<file path="config.mk">
export PLATFORM = sky130hd
export DESIGN_NAME = missile_controller
export DESIGN_NICKNAME = d
export VERILOG_FILES = /design/src/rtl/missile_controller.sv
export SDC_FILE = /design/constraint.sdc
export NUM_CORES = 1
export LEC_CHECK = 0
export ABC_CLOCK_PERIOD_IN_PS = 6900
export CAP_MARGIN = 20
export CELL_PAD_IN_SITES_DETAIL_PLACEMENT = 2
export CELL_PAD_IN_SITES_GLOBAL_PLACEMENT = 2
export CORE_UTILIZATION = 35
export DETAILED_ROUTE_END_ITERATION = 7
export GPL_TIMING_DRIVEN = 0
export HOLD_SLACK_MARGIN = 0.06
export PLACE_DENSITY_LB_ADDON = 0.1
export SYNTH_ARGS = -nofsm -noshare
export SYNTH_HDL_FRONTEND = slang
export SYNTH_SLANG_ARGS = --single-unit
</file>
<file path="constraint.sdc">
create_clock -name clk -period 6.9 [get_ports clk]
set_input_delay 1.035 -clock clk [delete_from_list [all_inputs] [get_ports clk]]
set_output_delay 1.035 -clock clk [all_outputs]
set_load 0.03 [all_outputs]
</file>
<file path="src/rtl/missile_controller.sv">
// Missile sprite controller: launches from the owning tank, flies in 8.4 fixed point, and ends on collision, off-screen or lifetime.
// Define MISSILE_EXPLODE_EN to add a blinking explosion phase after a collision.
module missile_controller #(
  parameter int SPEED          = 2,
  parameter int LIFETIME       = 60,
  parameter int EXPLODE_FRAMES = 16
) (
  input  logic       clk,
  input  logic       reset,
  input  logic [8:0] hpos,
  input  logic [8:0] vpos,
  input  logic       vsync,
  input  logic       fire,
  input  logic [7:0] tank_x,
  input  logic [7:0] tank_y,
  input  logic [3:0] tank_rot,
  input  logic       playfield,
  output logic       gfx,
  output logic       active,
  output logic       hit
);

`ifdef MISSILE_EXPLODE_EN
  typedef enum logic [1:0] {IDLE, FLY, EXPLODE} state_t;
`else
  typedef enum logic [1:0] {IDLE, FLY} state_t;
`endif

  state_t            state, state_d;
  logic [11:0]       x, y, x_d, y_d;
  logic [3:0]        rot, rot_d;
  logic [7:0]        life, life_d, life_inc, lx, ly;
  logic              vsync_d, fire_d, fire_req, coll, hit_d, gfx_d;
  logic              tick, launch, off_screen, draw_fly;
  logic signed [3:0] sin_x, sin_y;
  logic [12:0]       dx, dy, x_sum, y_sum;
  logic [8:0]        xi, yi;

  // Coarse 16-step sine, amplitude 7.
  function automatic logic signed [3:0] sin4(input logic [3:0] r);
    logic [2:0] base;
    case (r[1:0])
      2'd0:    base = 3'd0;
      2'd1:    base = 3'd3;
      2'd2:    base = 3'd5;
      default: base = 3'd6;
    endcase
    case (r[3:2])
      2'd0:    sin4 = signed'({1'b0, base});
      2'd1:    sin4 = 4'sd7 - signed'({1'b0, base});
      2'd2:    sin4 = -signed'({1'b0, base});
      default: sin4 = signed'({1'b0, base}) - 4'sd7;
    endcase
  endfunction

  assign tick       = vsync & ~vsync_d;
  assign launch     = tick && (state == IDLE) && fire_req;
  assign active     = (state != IDLE);
  assign sin_x      = sin4(rot);
  assign sin_y      = sin4(rot + 4'd4);
  assign dx         = 13'(SPEED * int'(sin_x));
  assign dy         = 13'(-(SPEED * int'(sin_y)));
  assign x_sum      = {1'b0, x} + dx;
  assign y_sum      = {1'b0, y} + dy;
  assign off_screen = x_sum[12] | y_sum[12] | (y_sum[11:4] >= 8'd240);
  assign life_inc   = life + 8'd1;
  assign lx         = tank_x + 8'd8;
  assign ly         = tank_y + 8'd8;

`ifdef MISSILE_EXPLODE_EN
  logic [7:0] expl_cnt, expl_d, expl_inc;
  logic [8:0] hd, vd;
  assign expl_inc = expl_cnt + 8'd1;
`else
  // Explosion length has no meaning without the explosion phase.
  logic unused_cfg;
  assign unused_cfg = (EXPLODE_FRAMES != 0);
`endif

  always_comb begin
    state_d = state;
    x_d     = x;
    y_d     = y;
    rot_d   = rot;
    life_d  = life;
    hit_d   = 1'b0;
`ifdef MISSILE_EXPLODE_EN
    expl_d  = expl_cnt;
`endif
    if (tick) begin
      case (state)
        IDLE: if (fire_req) begin
          state_d = FLY;
          x_d     = {lx, 4'b0};
          y_d     = {ly, 4'b0};
          rot_d   = tank_rot;
          life_d  = 8'd0;
        end
        FLY: begin
          // Collision wins over off-screen, which wins over lifetime.
          if (coll) begin
            hit_d   = 1'b1;
`ifdef MISSILE_EXPLODE_EN
            state_d = EXPLODE;
            expl_d  = 8'd0;
`else
            state_d = IDLE;
`endif
          end else if (off_screen) begin
            state_d = IDLE;
          end else if (life_inc == 8'(LIFETIME)) begin
            state_d = IDLE;
          end else begin
            x_d    = x_sum[11:0];
            y_d    = y_sum[11:0];
            life_d = life_inc;
          end
        end
`ifdef MISSILE_EXPLODE_EN
        EXPLODE: if (expl_inc == 8'(EXPLODE_FRAMES)) state_d = IDLE;
                 else expl_d = expl_inc;
`endif
        default: state_d = IDLE;
      endcase
    end
  end

  // Drawn from next-state values so gfx drops together with the state change.
  always_comb begin
    xi       = {1'b0, x_d[11:4]};
    yi       = {1'b0, y_d[11:4]};
    draw_fly = (hpos == xi || hpos == xi + 9'd1) && (vpos == yi || vpos == yi + 9'd1);
    gfx_d    = (state_d == FLY) && draw_fly;
`ifdef MISSILE_EXPLODE_EN
    hd = hpos - xi + 9'd1;
    vd = vpos - yi + 9'd1;
    if (state_d == EXPLODE && expl_d[1] && hd < 9'd4 && vd < 9'd4) gfx_d = 1'b1;
`endif
  end

  always_ff @(posedge clk or negedge reset) begin
    if (!reset) begin
      state    <= IDLE;
      x        <= '0;
      y        <= '0;
      rot      <= '0;
      life     <= '0;
      vsync_d  <= 1'b0;
      fire_d   <= 1'b0;
      fire_req <= 1'b0;
      coll     <= 1'b0;
      hit      <= 1'b0;
      gfx      <= 1'b0;
`ifdef MISSILE_EXPLODE_EN
      expl_cnt <= '0;
`endif
    end else begin
      state   <= state_d;
      x       <= x_d;
      y       <= y_d;
      rot     <= rot_d;
      life    <= life_d;
      vsync_d <= vsync;
      fire_d  <= fire;
      hit     <= hit_d;
      gfx     <= gfx_d;
`ifdef MISSILE_EXPLODE_EN
      expl_cnt <= expl_d;
`endif
      if (launch) fire_req <= 1'b0;
      else if (state == IDLE && fire && !fire_d) fire_req <= 1'b1;
      if (tick) coll <= 1'b0;
      else if (state == FLY && gfx && playfield) coll <= 1'b1;
    end
  end

endmodule

</file>
* Word level (Yosys, flattened, before mapping)
Index checks and enable logic that the tools add are counted.
** Word-level totals
- Register bits after elaboration :: 44
- Output and inout port bits :: 3
- Input bits :: 43
** Cells by class
- Multiplexer cells :: 34
- Reduce and logical (&&, ||, !) cells :: 22
- Add/sub/neg operators :: 15
- Order comparisons :: 1
- Equality and inequality tests :: 19
- Bitwise operators :: 4
** Operators with widths (number)
- 2-to-1 mux 12 bit :: 10
- case mux 12 bit (2 select lines) :: 2
- 2-to-1 mux 8 bit :: 4
- adder 12 x 13 -> 13 bit :: 2
- case mux 4 bit (3 select lines) :: 2
- adder 8 x 1 -> 9 bit, second input constant :: 2
- == test 9 x 8 -> 1 bit :: 2
- == test 9 bit :: 2
- case mux 3 bit (3 select lines) :: 2
- adder 8 x 4 -> 8 bit, second input constant :: 2
- case mux 8 bit (2 select lines) :: 1
- negation 5 -> 13 bit :: 1
- == test 2 x 1 -> 1 bit, second input constant :: 6
- zero test 2 bit :: 5
- 2-to-1 mux 2 bit :: 5
- adder 8 x 1 -> 8 bit, second input constant :: 1
- == test 2 bit, second input constant :: 4
- == test 8 x 6 -> 1 bit, second input constant :: 1
- greater-or-equal comparator 8 bit, second input constant :: 1
- logical AND 1 bit :: 8
- != test 2 bit, second input constant :: 4
- negation 3 -> 4 bit :: 2
- nonzero test 2 bit :: 4
- subtractor 3 x 3 -> 4 bit, first input constant :: 2
- 11 further kinds :: 20

* Longest topological paths before layout
- Depth in word-level cells :: 18
- Mapped depth :: 24
- Depth with buffers taken out :: 23

* Worst setup path after synthesis
Ideal clock, no wire load.
- Path kind :: reg-to-reg
- Start point :: reg rot[0]
- End point :: reg gfx
- Slack :: 1.957 ns
- Period minus slack after synthesis :: 4.943 ns
- Data required time :: 6.818 ns
- Data arrival time :: 4.861 ns
- Path buffers :: 1
- Cell stages (with the launch flop) :: 23
- Cell sequence :: dfrtp_1 -> inv_1 -> ha_1 -> a21oi_1 -> nor2_1 -> ha_1 -> a21oi_1 -> nand2b_2 -> a31oi_2 -> a311oi_4 -> mux2i_2 -> nor3_4 -> buf_6 -> a21oi_1 -> a2bb2oi_2 -> inv_1 -> ha_1 -> xnor2_1 -> xnor2_1 -> o32a_1 -> a31oi_1 -> o211ai_1 -> a22oi_2
** Between the ends
- Word-level cells in the longest chain between the ends :: 18
- Elaborated cells between the ends (all ways) :: 51
** RTL lines
- from (decl) :: line 31 : logic [3:0] rot, rot_d;
- from (signal assigned) :: line 161 : rot <= rot_d;
- adder 4 x 3 -> 4 bit :: line 60 : assign sin_y = sin4(rot + 4'd4);
- == test 2 bit, or another cell as far along :: line 42 : case (r[1:0])
- case mux 3 bit (3 select lines) :: line 42
- subtractor 3 x 3 -> 4 bit, or another cell as far along :: line 52 : default: sin4 = signed'({1'b0, base}) - 4'sd7;
- case mux 4 bit (3 select lines) :: line 48 : case (r[3:2])
- negation 5 -> 13 bit :: line 62 : assign dy = 13'(-(SPEED * int'(sin_y)));
- adder 12 x 13 -> 13 bit :: line 64 : assign y_sum = {1'b0, y} + dy;
- greater-or-equal comparator 8 bit / bitwise OR 1 bit (equally long branches) :: line 65 : assign off_screen = x_sum[12] | y_sum[12] | (y_sum[11:4] >= 8'd240);
- [... 4 more ...]
- 2-to-1 mux 12 bit (*) :: line 90 : if (tick) begin
- net x_d[5] :: line 30 : logic [11:0] x, y, x_d, y_d;
- adder 8 x 1 -> 9 bit :: line 132 : draw_fly = (hpos == xi || hpos == xi + 9'd1) && (vpos == yi || vpos == yi + 9'd1);
- == test 9 bit :: line 132
- logical OR 1 bit (*) :: line 132
- logical AND 1 bit (*) :: line 132
- logical AND 1 bit (*) :: line 133 : gfx_d = (state_d == FLY) && draw_fly;
- net gfx_d :: line 33 : logic vsync_d, fire_d, fire_req, coll, hit_d, gfx_d;
- to (signal assigned) :: line 166 : gfx <= gfx_d;
- to (decl) :: line 18 : output logic gfx,
Mark *: on every way through the listed nets, which the timed path passes. The rest lies on a longest branch. The select of a mux whose other input is x is not followed.
A chain may end at the register's enable or synchronous reset.

* Worst setup path after layout
- Start point :: reg rot[0]
- End point :: reg gfx
** Between the ends
- Word-level cells in the longest chain between the ends :: 18
- Elaborated cells between the ends (all ways) :: 51
** RTL lines (line)
- adder 4 x 3 -> 4 bit :: 60
- == test 2 bit, or another cell as far along :: 42
- case mux 3 bit (3 select lines) :: 42
- subtractor 3 x 3 -> 4 bit, or another cell as far along :: 52
- case mux 4 bit (3 select lines) :: 48
- negation 5 -> 13 bit :: 62
- adder 12 x 13 -> 13 bit :: 64
- greater-or-equal comparator 8 bit / bitwise OR 1 bit (equally long branches) :: 65
- [... 4 more ...]
- 2-to-1 mux 12 bit (*) :: 90
- net y_d[5] :: 30
- adder 8 x 1 -> 9 bit :: 132
- == test 9 bit :: 132
- logical OR 1 bit (*) :: 132
- logical AND 1 bit (*) :: 132
- logical AND 1 bit (*) :: 133
- net gfx_d :: 33
Marked as above.

==> results.toml <==
[layout]
syn_to_final_growth_pct = 19.16
drive_gt1_share_pct = 8.567
multi_input_area_mm2 = 0.003369
fin_util_pct = 43.12
fin_nets = 682
fillerInstances = 1493
register_area_mm2 = 0.001051
fin_area_mm2 = 0.005485
num_antenna_cells = 0

[sta]
finalWorstSetupSlack_ps = 600.6
tightestPinTransition_ps = 901.7
hold_viol_final = 0
period_minus_slack_ps = 6299
setup_violations = 0
period_share_pct = 91.30
fin_skew_ps = 7.778
maxSlewHeadroom_pct = 39.66
max_freq_mhz = 158.7
tns_ps = 0
slew_viol_final = 0
rsz0062_at_grt = "false"

[cts]
cts_tree = "built"
clock-sinks = 42
ctsHoldBuffers = 0
htreeDepth = 2
post_cts_buffers = 0
cts_buffers = 5
cts.clk_slew.worst_paths_ps = 70
clockBufferDepth = 2
cts_root_buf = "clkbuf_16"
worstSkewPairLatency_ps = 310
postCtsResizedCells = 0

[yosys]
syn_nets = 629
netlist_area_mm2 = 0.004603
synth_top_cells_by_count = "nand2_1 (50), dfrtp_1 (42), nor2_1 (42)"
synth_seq_cells = 42
synthDistinctLibCells = 92
synth-async-reset-ratio_pct = 100.0
yosysSeqAreaShare_pct = 22.83
yosysMostFrequentCell = "nand2_1"
syn_avg_cell_area_um2 = 8.324
yosys_warnings = 0
synth-main-ff-cell = "dfrtp_1"
synthTopCellsByArea = "dfrtp_1 (23%), ha_1 (8.7%), xnor2_1 (5.7%)"
synth_top_cell_by_area = "dfrtp_1"
synth-edff-count = 0
syn-instance-count = 553
yosysTopAreaCellShare_pct = 22.83

[critical_path]
worstReg2RegEnd = "gfx"
cp.required_ps = 7120
crit_path_start_kind = "flip-flop"
cp-endpoint = "gfx"
arrival_ps = 6520
crit_path_max_fanout = 10
cp-startpoint = "rot[0]"
crit_chain = "inv_1, ha_1, a21oi_1, nor2_1, ha_1, clkbuf_1, nor3_1, o31a_1, o21ai_0, a211oi_2, nand4_1, nand3_2, o21ai_0, a221oi_4, ha_1, nand2_1, or3_1, a22oi_1, o2111ai_1, a22oi_2"
cpMostUsedCell = "ha_1"
r2r_cells = 20
cpPeakStageDelay_ps = 590
reg2reg_from = "rot[0]"
crit_slowest_cell = "nor2_1"
reg2reg_slack_ps = 600
path_class = "reg -> reg"
end_kind = "flip-flop"

[floorplanning]
die-area_mm2 = 0.01361
fp.dieW_um = 116.7
coreArea_mm2 = 0.01272
num_rows = 41
die_h_um = 116.7
ios = 46
start_util_pct = 36.18

[drt]
post_drt_wl_per_cell_um = 21.79
drtIter0Drc = 245
drc = 0
vias = 4645
viasPerCell = 5.963
drt_wl_total_um = 16980
drt_first_pass_iters = 6
drtAntennaViolNets = 0

[worst_hold_path]
min_path_type = "reg -> reg"

[grt]
grt_max_degree = 23
track_usage_pct = 26.13
grt_first_pass_wirelength_um = 26720
grt_overflow = 0
grt_pass1_vias = 5020
grt_antenna_before_repair = 0

[placement]
place_area_mm2 = 0.005291
finalWeightedCongestion = 0.8721
dpl_worst_slack_ps = 713.8
dp_hpwl_um = 13530
numPortBuffers = 45

[status]
run_status = "complete, no violations"

[flow_run]
cap_violations = 0
-- worst min path at each step --
| stage | cells past startpoint | start | slack, ps | endpoint |
|---|---|---|---|---|
| 6_report | 2 | y[2] | 500 | y[2] |
| 3_3_place_gp | 2 | x[3] | 460 | x[3] |
| 4_1_cts | 1 | life[7] | 510 | life[7] |
| 5_1_grt | 2 | y[2] | 540 | y[2] |
| 2_1_floorplan | 1 | life[7] | 450 | life[7] |
| 3_5_place_dp | 1 | life[7] | 490 | life[7] |
-- cell type report --
class	instances	share of cell area, %
Buffer	19	1.620
Multi-Input combinational cell	467	61.43
Tap cell	172	3.923
Sequential cell	42	19.16
Clock buffer	5	2.281
Inverter	25	1.711
Timing Repair Buffer	46	8.622
Clock inverter	3	1.255
-- cell usage in the layout, fill, tap and decap left out, types with 4 or more instances in the layout --
master           instances
a211oi_1                 4
a21oi_1                 25
a31oi_1                 19
and2_1                   5
and3_1                  11
clkbuf_1                14
clkbuf_16                5
clkdlybuf4s50_1         44
dfrtp_1                 42
ha_1                    32
inv_1                   23
mux2i_1                  5
nand2_1                 50
nand2b_1                10
nand3_1                 18
nand3b_1                 8
nand4_1                  5
nor2_1                  42
nor2b_1                  9
nor3_1                  12
nor4_1                   7
o211ai_1                 6
o21a_1                   5
o21ai_0                 40
o22a_1                   4
o22ai_1                  5
or3_1                    6
xnor2_1                 30
xor2_1                  20
-- per-stage QoR --
| stage | cells | hold slack, ps |
|---|---|---|
| floorplan | 553 | 446.5 |
| global placement | 770 | 464.6 |
| detailed placement | 771 | 494.5 |
| CTS | 779 | 507.4 |
| global route | 779 | 535.6 |
| finish | 779 | 503.6 |
-- worst max-delay path, delay by kind of cell (launching register included) --
| family | cells | cell delay [ps] |
|---|---|---|
| buffers and inverters | 2 | 280 |
| AOI/OAI and AO/OA | 9 | 2170 |
| adders and majority gates | 3 | 1110 |
| and+or+nand+nor | 6 | 2270 |
| DFF | 1 | 380 |
-- state kept, by name, indices dropped and copies added, names as in the netlist, 2 cells and up --
register	flops
rot	4
state	2
y	11
x	11
life	8
-- logic make-up after synthesis --
kind of cell | after synthesis | synth area share (%)
and+or+nand+nor | 206 | 24.00
AOI/OAI and AO/OA | 169 | 28.35
xor gates and xnor gates | 50 | 9.513
buffers and inverters | 44 | 3.968
DFF | 42 | 22.83
adders and majority gates | 33 | 9.133
muxes | 9 | 2.202
-- per-layer routing --
layer / vias up / routed length [um] / GRT usage (%)
met1: 2364 / 7371 / 30.95
met5: - / 0 / 0
li1: 2167 / - / -
met3: 16 / 480 / 3.788
met2: 98 / 8858 / 48.99
met4: 0 / 268 / 6.751
Power is not shown: default switching activity piles up to over one toggle a cycle in this logic, so the estimate is an artifact.
